`src/rtl/id_branch_predictor.sv`:
```
// rtl/id_branch_predictor.sv - direct-mapped BTB with saturating-counter direction prediction
module id_branch_predictor #(
    parameter int ADDR_WIDTH = 32,
    parameter int INDEX_BITS = 6,
    parameter int TAG_BITS   = 8,
    parameter int CTR_BITS   = 2
) (
    input  logic                  clk,
    input  logic                  rst,
    input  logic                  lookup_valid,
    input  logic [ADDR_WIDTH-1:0] lookup_pc,
    input  logic                  stall,
    input  logic                  flush,
    output logic                  pred_valid,
    output logic                  pred_hit,
    output logic                  pred_taken,
    output logic [ADDR_WIDTH-1:0] pred_target,
    input  logic                  upd_valid,
    input  logic [ADDR_WIDTH-1:0] upd_pc,
    input  logic                  upd_taken,
    input  logic [ADDR_WIDTH-1:0] upd_target,
    input  logic                  upd_pred_taken,
    input  logic [ADDR_WIDTH-1:0] upd_pred_target,
    output logic                  mispredict,
    output logic [ADDR_WIDTH-1:0] redirect_addr,
    output logic [31:0]           hit_count,
    output logic [31:0]           mispredict_count
);
    localparam int ENTRIES = 1 << INDEX_BITS;
    localparam logic [CTR_BITS-1:0] CTR_MAX  = {CTR_BITS{1'b1}};
    localparam logic [CTR_BITS-1:0] CTR_WEAK = CTR_BITS'(1 << (CTR_BITS - 1));

    logic [ENTRIES-1:0]    valid_q;
    logic [TAG_BITS-1:0]   tag_q    [ENTRIES];
    logic [ADDR_WIDTH-1:0] target_q [ENTRIES];
    logic [CTR_BITS-1:0]   ctr_q    [ENTRIES];

    logic [INDEX_BITS-1:0] up_idx, lk_idx;
    logic [TAG_BITS-1:0]   up_tag, lk_tag;
    logic                  up_hit, up_write;
    logic                  new_valid;
    logic [TAG_BITS-1:0]   new_tag;
    logic [ADDR_WIDTH-1:0] new_target;
    logic [CTR_BITS-1:0]   new_ctr;

    logic                  bypass, lk_valid, lk_hit, lk_taken;
    logic [TAG_BITS-1:0]   lk_tag_stored;
    logic [ADDR_WIDTH-1:0] lk_target;
    logic [CTR_BITS-1:0]   lk_ctr;
    logic                  lookup_live;
    logic                  unused_pc_bits;

    assign up_idx = upd_pc[INDEX_BITS+1:2];
    assign up_tag = upd_pc[INDEX_BITS+TAG_BITS+1:INDEX_BITS+2];
    assign lk_idx = lookup_pc[INDEX_BITS+1:2];
    assign lk_tag = lookup_pc[INDEX_BITS+TAG_BITS+1:INDEX_BITS+2];
    assign unused_pc_bits = ^{lookup_pc, upd_pc};

    assign up_hit = valid_q[up_idx] && (tag_q[up_idx] == up_tag);

    // Post-update image of the entry at up_idx; also feeds the write-first bypass.
    always_comb begin
        up_write   = 1'b0;
        new_valid  = valid_q[up_idx];
        new_tag    = tag_q[up_idx];
        new_target = target_q[up_idx];
        new_ctr    = ctr_q[up_idx];
        if (upd_valid) begin
            if (up_hit) begin
                up_write = 1'b1;
                if (upd_taken) begin
                    new_target = upd_target;
                    if (new_ctr != CTR_MAX) new_ctr = new_ctr + CTR_BITS'(1);
                end else if (new_ctr != '0) begin
                    new_ctr = new_ctr - CTR_BITS'(1);
                end
            end else if (upd_taken) begin
                up_write   = 1'b1;
                new_valid  = 1'b1;
                new_tag    = up_tag;
                new_target = upd_target;
                new_ctr    = CTR_WEAK;
            end
        end
    end

    assign bypass        = up_write && (lk_idx == up_idx);
    assign lk_valid      = bypass ? new_valid  : valid_q[lk_idx];
    assign lk_tag_stored = bypass ? new_tag    : tag_q[lk_idx];
    assign lk_target     = bypass ? new_target : target_q[lk_idx];
    assign lk_ctr        = bypass ? new_ctr    : ctr_q[lk_idx];
    assign lk_hit        = lk_valid && (lk_tag_stored == lk_tag);
    assign lk_taken      = lk_hit && lk_ctr[CTR_BITS-1];
    assign lookup_live   = !stall && lookup_valid && !flush;

    always_ff @(posedge clk) begin
        if (rst) begin
            valid_q <= '0;
            for (int i = 0; i < ENTRIES; i++) ctr_q[i] <= '0;
        end else if (up_write) begin
            valid_q[up_idx]  <= new_valid;
            tag_q[up_idx]    <= new_tag;
            target_q[up_idx] <= new_target;
            ctr_q[up_idx]    <= new_ctr;
        end
    end

    always_ff @(posedge clk) begin
        if (rst) begin
            pred_valid  <= 1'b0;
            pred_hit    <= 1'b0;
            pred_taken  <= 1'b0;
            pred_target <= '0;
        end else if (!stall) begin
            pred_valid  <= lookup_valid && !flush;
            pred_hit    <= lk_hit;
            pred_taken  <= lk_taken;
            pred_target <= lk_taken ? lk_target : '0;
        end else if (flush) begin
            pred_valid  <= 1'b0;
        end
    end

    assign mispredict = upd_valid && ((upd_taken != upd_pred_taken) ||
                                      (upd_taken && (upd_target != upd_pred_target)));
    // Not-taken resumes past the delay slot, hence +8.
    assign redirect_addr = !mispredict ? '0 :
                           upd_taken   ? upd_target : upd_pc + ADDR_WIDTH'(8);

    always_ff @(posedge clk) begin
        if (rst) begin
            hit_count        <= '0;
            mispredict_count <= '0;
        end else begin
            if (lookup_live && lk_hit && hit_count != 32'hFFFF_FFFF)
                hit_count <= hit_count + 32'd1;
            if (mispredict && mispredict_count != 32'hFFFF_FFFF)
                mispredict_count <= mispredict_count + 32'd1;
        end
    end
endmodule

```
`config.mk`:
```
export PLATFORM = sky130hd
export DESIGN_NAME = id_branch_predictor
export DESIGN_NICKNAME = d
export VERILOG_FILES = /design/src/rtl/id_branch_predictor.sv
export SDC_FILE = /design/constraint.sdc
export NUM_CORES = 2
export LEC_CHECK = 0
export CORE_MARGIN = 1
export CORE_UTILIZATION = 35
export CTS_CLUSTER_SIZE = 14
export DETAILED_ROUTE_END_ITERATION = 10
export DONT_BUFFER_PORTS = 1
export GPL_ROUTABILITY_DRIVEN = 1
export PLACE_DENSITY = 0.6
export RECOVER_POWER = 50
export SYNTH_ARGS = -nofsm -noshare
export SYNTH_HDL_FRONTEND = slang
export SYNTH_SLANG_ARGS = --single-unit
```
`constraint.sdc`:
```
create_clock -name clk -period 9.5 [get_ports clk]
set_input_delay 1.9 -clock clk [delete_from_list [all_inputs] [get_ports clk]]
set_output_delay 1.9 -clock clk [all_outputs]
set_load 0.01 [all_outputs]
```
==> impl_metrics.py <==
metrics = {
    "floorplan": {
        "core_mm2": 0.382,
        "initial_core_util_pct": 35.2,
        "rows": 227,
        "die_w_um": 622,
        "dieArea_mm2": 0.387,
        "dieHeight_um": 622,
        "ios": 268,
    },
    "clocking": {
        "clock_sinks": 2851,
        "postCtsResizedCells": 0,
        "cts_tree": "yes",
        "post_cts_buffers": 0,
        "hold_buffers": 0,
        "clkTransAtPathRegs_ns": 0.06,
        "htreeDepth": 5,
        "cts_root_buffer": "clkbuf_16",
        "clock_latency_ns": 0.94,
        "cts_max_path_buffers": 4,
        "cts_buffers": 310,
    },
    "grt": {
        "grtUsageTotal_pct": 24.0,
        "grt_max_degree": 695,
        "grt_pass1_wl_mm": 649,
        "antenna_found_initial": 25,
        "grt_pass1_vias": 79236,
        "grt_remaining_overflow": 0,
    },
    "setup_path": {
        "path_class": "input port to flip-flop",
        "worstPathRequired_ns": 10.11,
        "critical_path_arrival_ns": 9.58,
        "cp_max_fo": 199,
        "ff2ff_path_depth": 15,
        "start_kind": "input port",
        "critPathCaptureType": "flip-flop",
    },
    "final_layout": {
        "fin_nets": 7419,
        "design_area_mm2": 0.152,
        "drive_gt1_share_pct": 30.3,
        "nFillCells": 33981,
        "area_delta_synth_final_pct": 13.2,
    },
    "job": {
        "drv_cap": 39,
    },
    "route": {
        "vias": 80554,
        "drt_first_pass_iters": 8,
        "detail_route.wl_per_cell_um": 37.8,
        "detail-route-antenna-nets": 0,
        "wirelength_mm": 477,
        "dr.first_iter.drc_count": 12408,
        "vias_per_cell": 6.38,
        "drc": 0,
    },
    "logic_synthesis": {
        "async_reset_ff_share_pct": 0,
        "syn-num-nets": 7370,
        "yosys_warnings": 0,
        "yosys-top-cells-area": "edfxtp_1, mux4_2, mux2i_1",
        "synth-seq-cells": 2851,
        "synth_flop_cell": "edfxtp_1",
        "syn_avg_cell_area_um2": 18.6,
        "synth_top_area_cell": "edfxtp_1",
        "netlist_area_mm2": 0.135,
        "synth_top_area_share_pct": 60.0,
        "synth.distinct_cells": 72,
        "seq_area_frac_synth_pct": 62.4,
        "synth.most_common_cell": "edfxtp_1",
        "synth_commonest_cells": "edfxtp_1, mux4_2, mux2i_1",
        "synth_edf_count": 2688,
        "syn_inst": 7228,
    },
    "power": {
        "p_total_w": 0.0285,
        "vdd_drop_max_mv": 0.138,
        "p_per_area_mw_per_mm2": 187,
        "power_leakage_nw": 48.0,
    },
    "sta": {
        "slew_headroom_pct": -124,
        "final.setup.tns_ns": 0,
        "worst_pin_slew_ns": 3.33,
        "setup_viol_count_final": 0,
        "rsz0062_at_grt": "no",
        "clock_skew_ns": 0.0635,
        "finalHoldViolations": 0,
        "clock.fmax_mhz": 111,
        "hold_slack_ns": 0.491,
        "period_needed_ns": 8.97,
        "fin_crit_sh_pct": 94.4,
        "finalMaxSlewViolations": 2057,
    },
    "outcome": {
        "run_status": "complete, but fails checks",
        "violations": "capacitance limit, slew limit",
    },
    "placed_design": {
        "numPortBuffers": 0,
        "placed_area_mm2": 0.143,
        "gp_congestion": 0.899,
        "dpl.hpwl_mm": 272,
    },
    "worst_hold_path": {
        "min-delay-path-class": "flip-flop to flip-flop",
        "min_path_cells": 2,
    },
}
## per-stage QoR
stage          utilization [%]  std cells  setup WS (ns)
3_5_place_dp              37.3      11993          0.817
6_report                  39.8      12619          0.529
5_1_grt                   39.8      12602          0.601
3_3_place_gp              37.3      11992          0.972
2_1_floorplan                -       7228           1.36
4_1_cts                   39.8      12551           1.78
## per-layer routing
layer / share of wire, % / GRT usage (%) / wire length (µm) / up-vias
li1: - / - / - / 30719
met1: 37 / 31.3 / 175000 / 43527
met2: 47 / 38.1 / 225000 / 5331
met3: 11 / 5.12 / 50200 / 973
met4: 5.7 / 12.0 / 27000 / 4
met5: 0.0071 / 0 / 34 / -
## cells in the final DEF (no fill, tap or decap), types with 11 or more instances in the layout
master	synthesis	layout
or3_1	32	32
xor2_1	59	57
o211ai_1	12	12
clkbuf_1	304	99
and4_1	13	13
dfxtp_1	163	163
inv_4	0	64
buf_12	0	106
nor3b_1	25	24
o21ai_0	141	123
inv_6	0	11
o21ai_4	0	17
o31ai_1	46	42
clkinv_2	0	48
a31oi_1	16	16
a21o_1	64	64
nor2_1	305	299
nor2b_1	24	23
mux2i_1	451	451
clkbuf_16	0	320
o22ai_1	46	46
nand4_1	50	50
and3_1	31	29
diode_2	0	58
buf_16	0	14
a21oi_1	125	120
nor3_1	21	20
clkinv_1	2	69
bufinv_16	0	19
xnor2_1	47	47
nor4_1	23	22
buf_4	64	135
a22oi_1	179	179
edfxtp_1	2688	2688
mux4_2	1445	1445
a211oi_1	22	22
inv_1	155	88
nand3_1	90	90
nand2_1	257	256
## final timing paths
check	startpoint	endpoint	slack (ns)
max	upd_pc[3]	target_q[16][11]	0.53
max reg2reg	tag_q[43][2]	target_q[16][11]	4.00
min reg2reg	valid_q[47]	valid_q[47]	0.49
min	valid_q[47]	valid_q[47]	0.49
## layout make-up
class,instances,area (µm²),area share (%)
inverter,157,759,0.499
sequential,2851,84000,55.1
timing repair buffer,293,3670,2.41
tap,5038,6300,4.14
multi-input combinational,3664,47700,31.3
clock buffer,396,8380,5.50
antenna,58,145,0.0953
clock inverter,162,1370,0.896
## critical path, cell delays in order
cell      delay [ns]
buf_16          0.37
buf_16          0.50
nor2b_1         1.83
buf_4           0.62
a22oi_1         0.17
nand3_1         0.14
nand4_1         0.11
nor4_1          0.32
clkbuf_1        0.35
xnor2_1         0.13
or3_1           0.38
o21ai_0         0.23
nand2_1         0.20
nor2_1          0.29
and2_1          0.18
buf_4           0.29
nand2_1         0.22
inv_4           0.54
buf_12          0.26
## report_power, final
part / internal [W] / total (W) / switching, W
sequential: 0.0142 / 0.0142 / 0.0000171
combinational: 0.000904 / 0.00243 / 0.00152
clock: 0.00676 / 0.0119 / 0.00514
## flip-flops by register name, summed over array words and instances, names as in the netlist
name / cells
pred_valid: 1
target_q: 2048
pred_hit: 1
mispredict_count: 32
hit_count: 32
pred_taken: 1
ctr_q: 128
pred_target: 32
tag_q: 512
valid_q: 64
## kinds of logic after synthesis
logic type / after synthesis / share of synthesized area, %
mux: 1905 / 27.6
compound gates: 703 / 3.42
buf+inv: 713 / 2.43
flops: 2851 / 62.4
simple gates: 944 / 3.36
xor+xnor: 106 / 0.690
fa+ha+maj: 6 / 0.0558
Power figures use the tool's default switching activity.
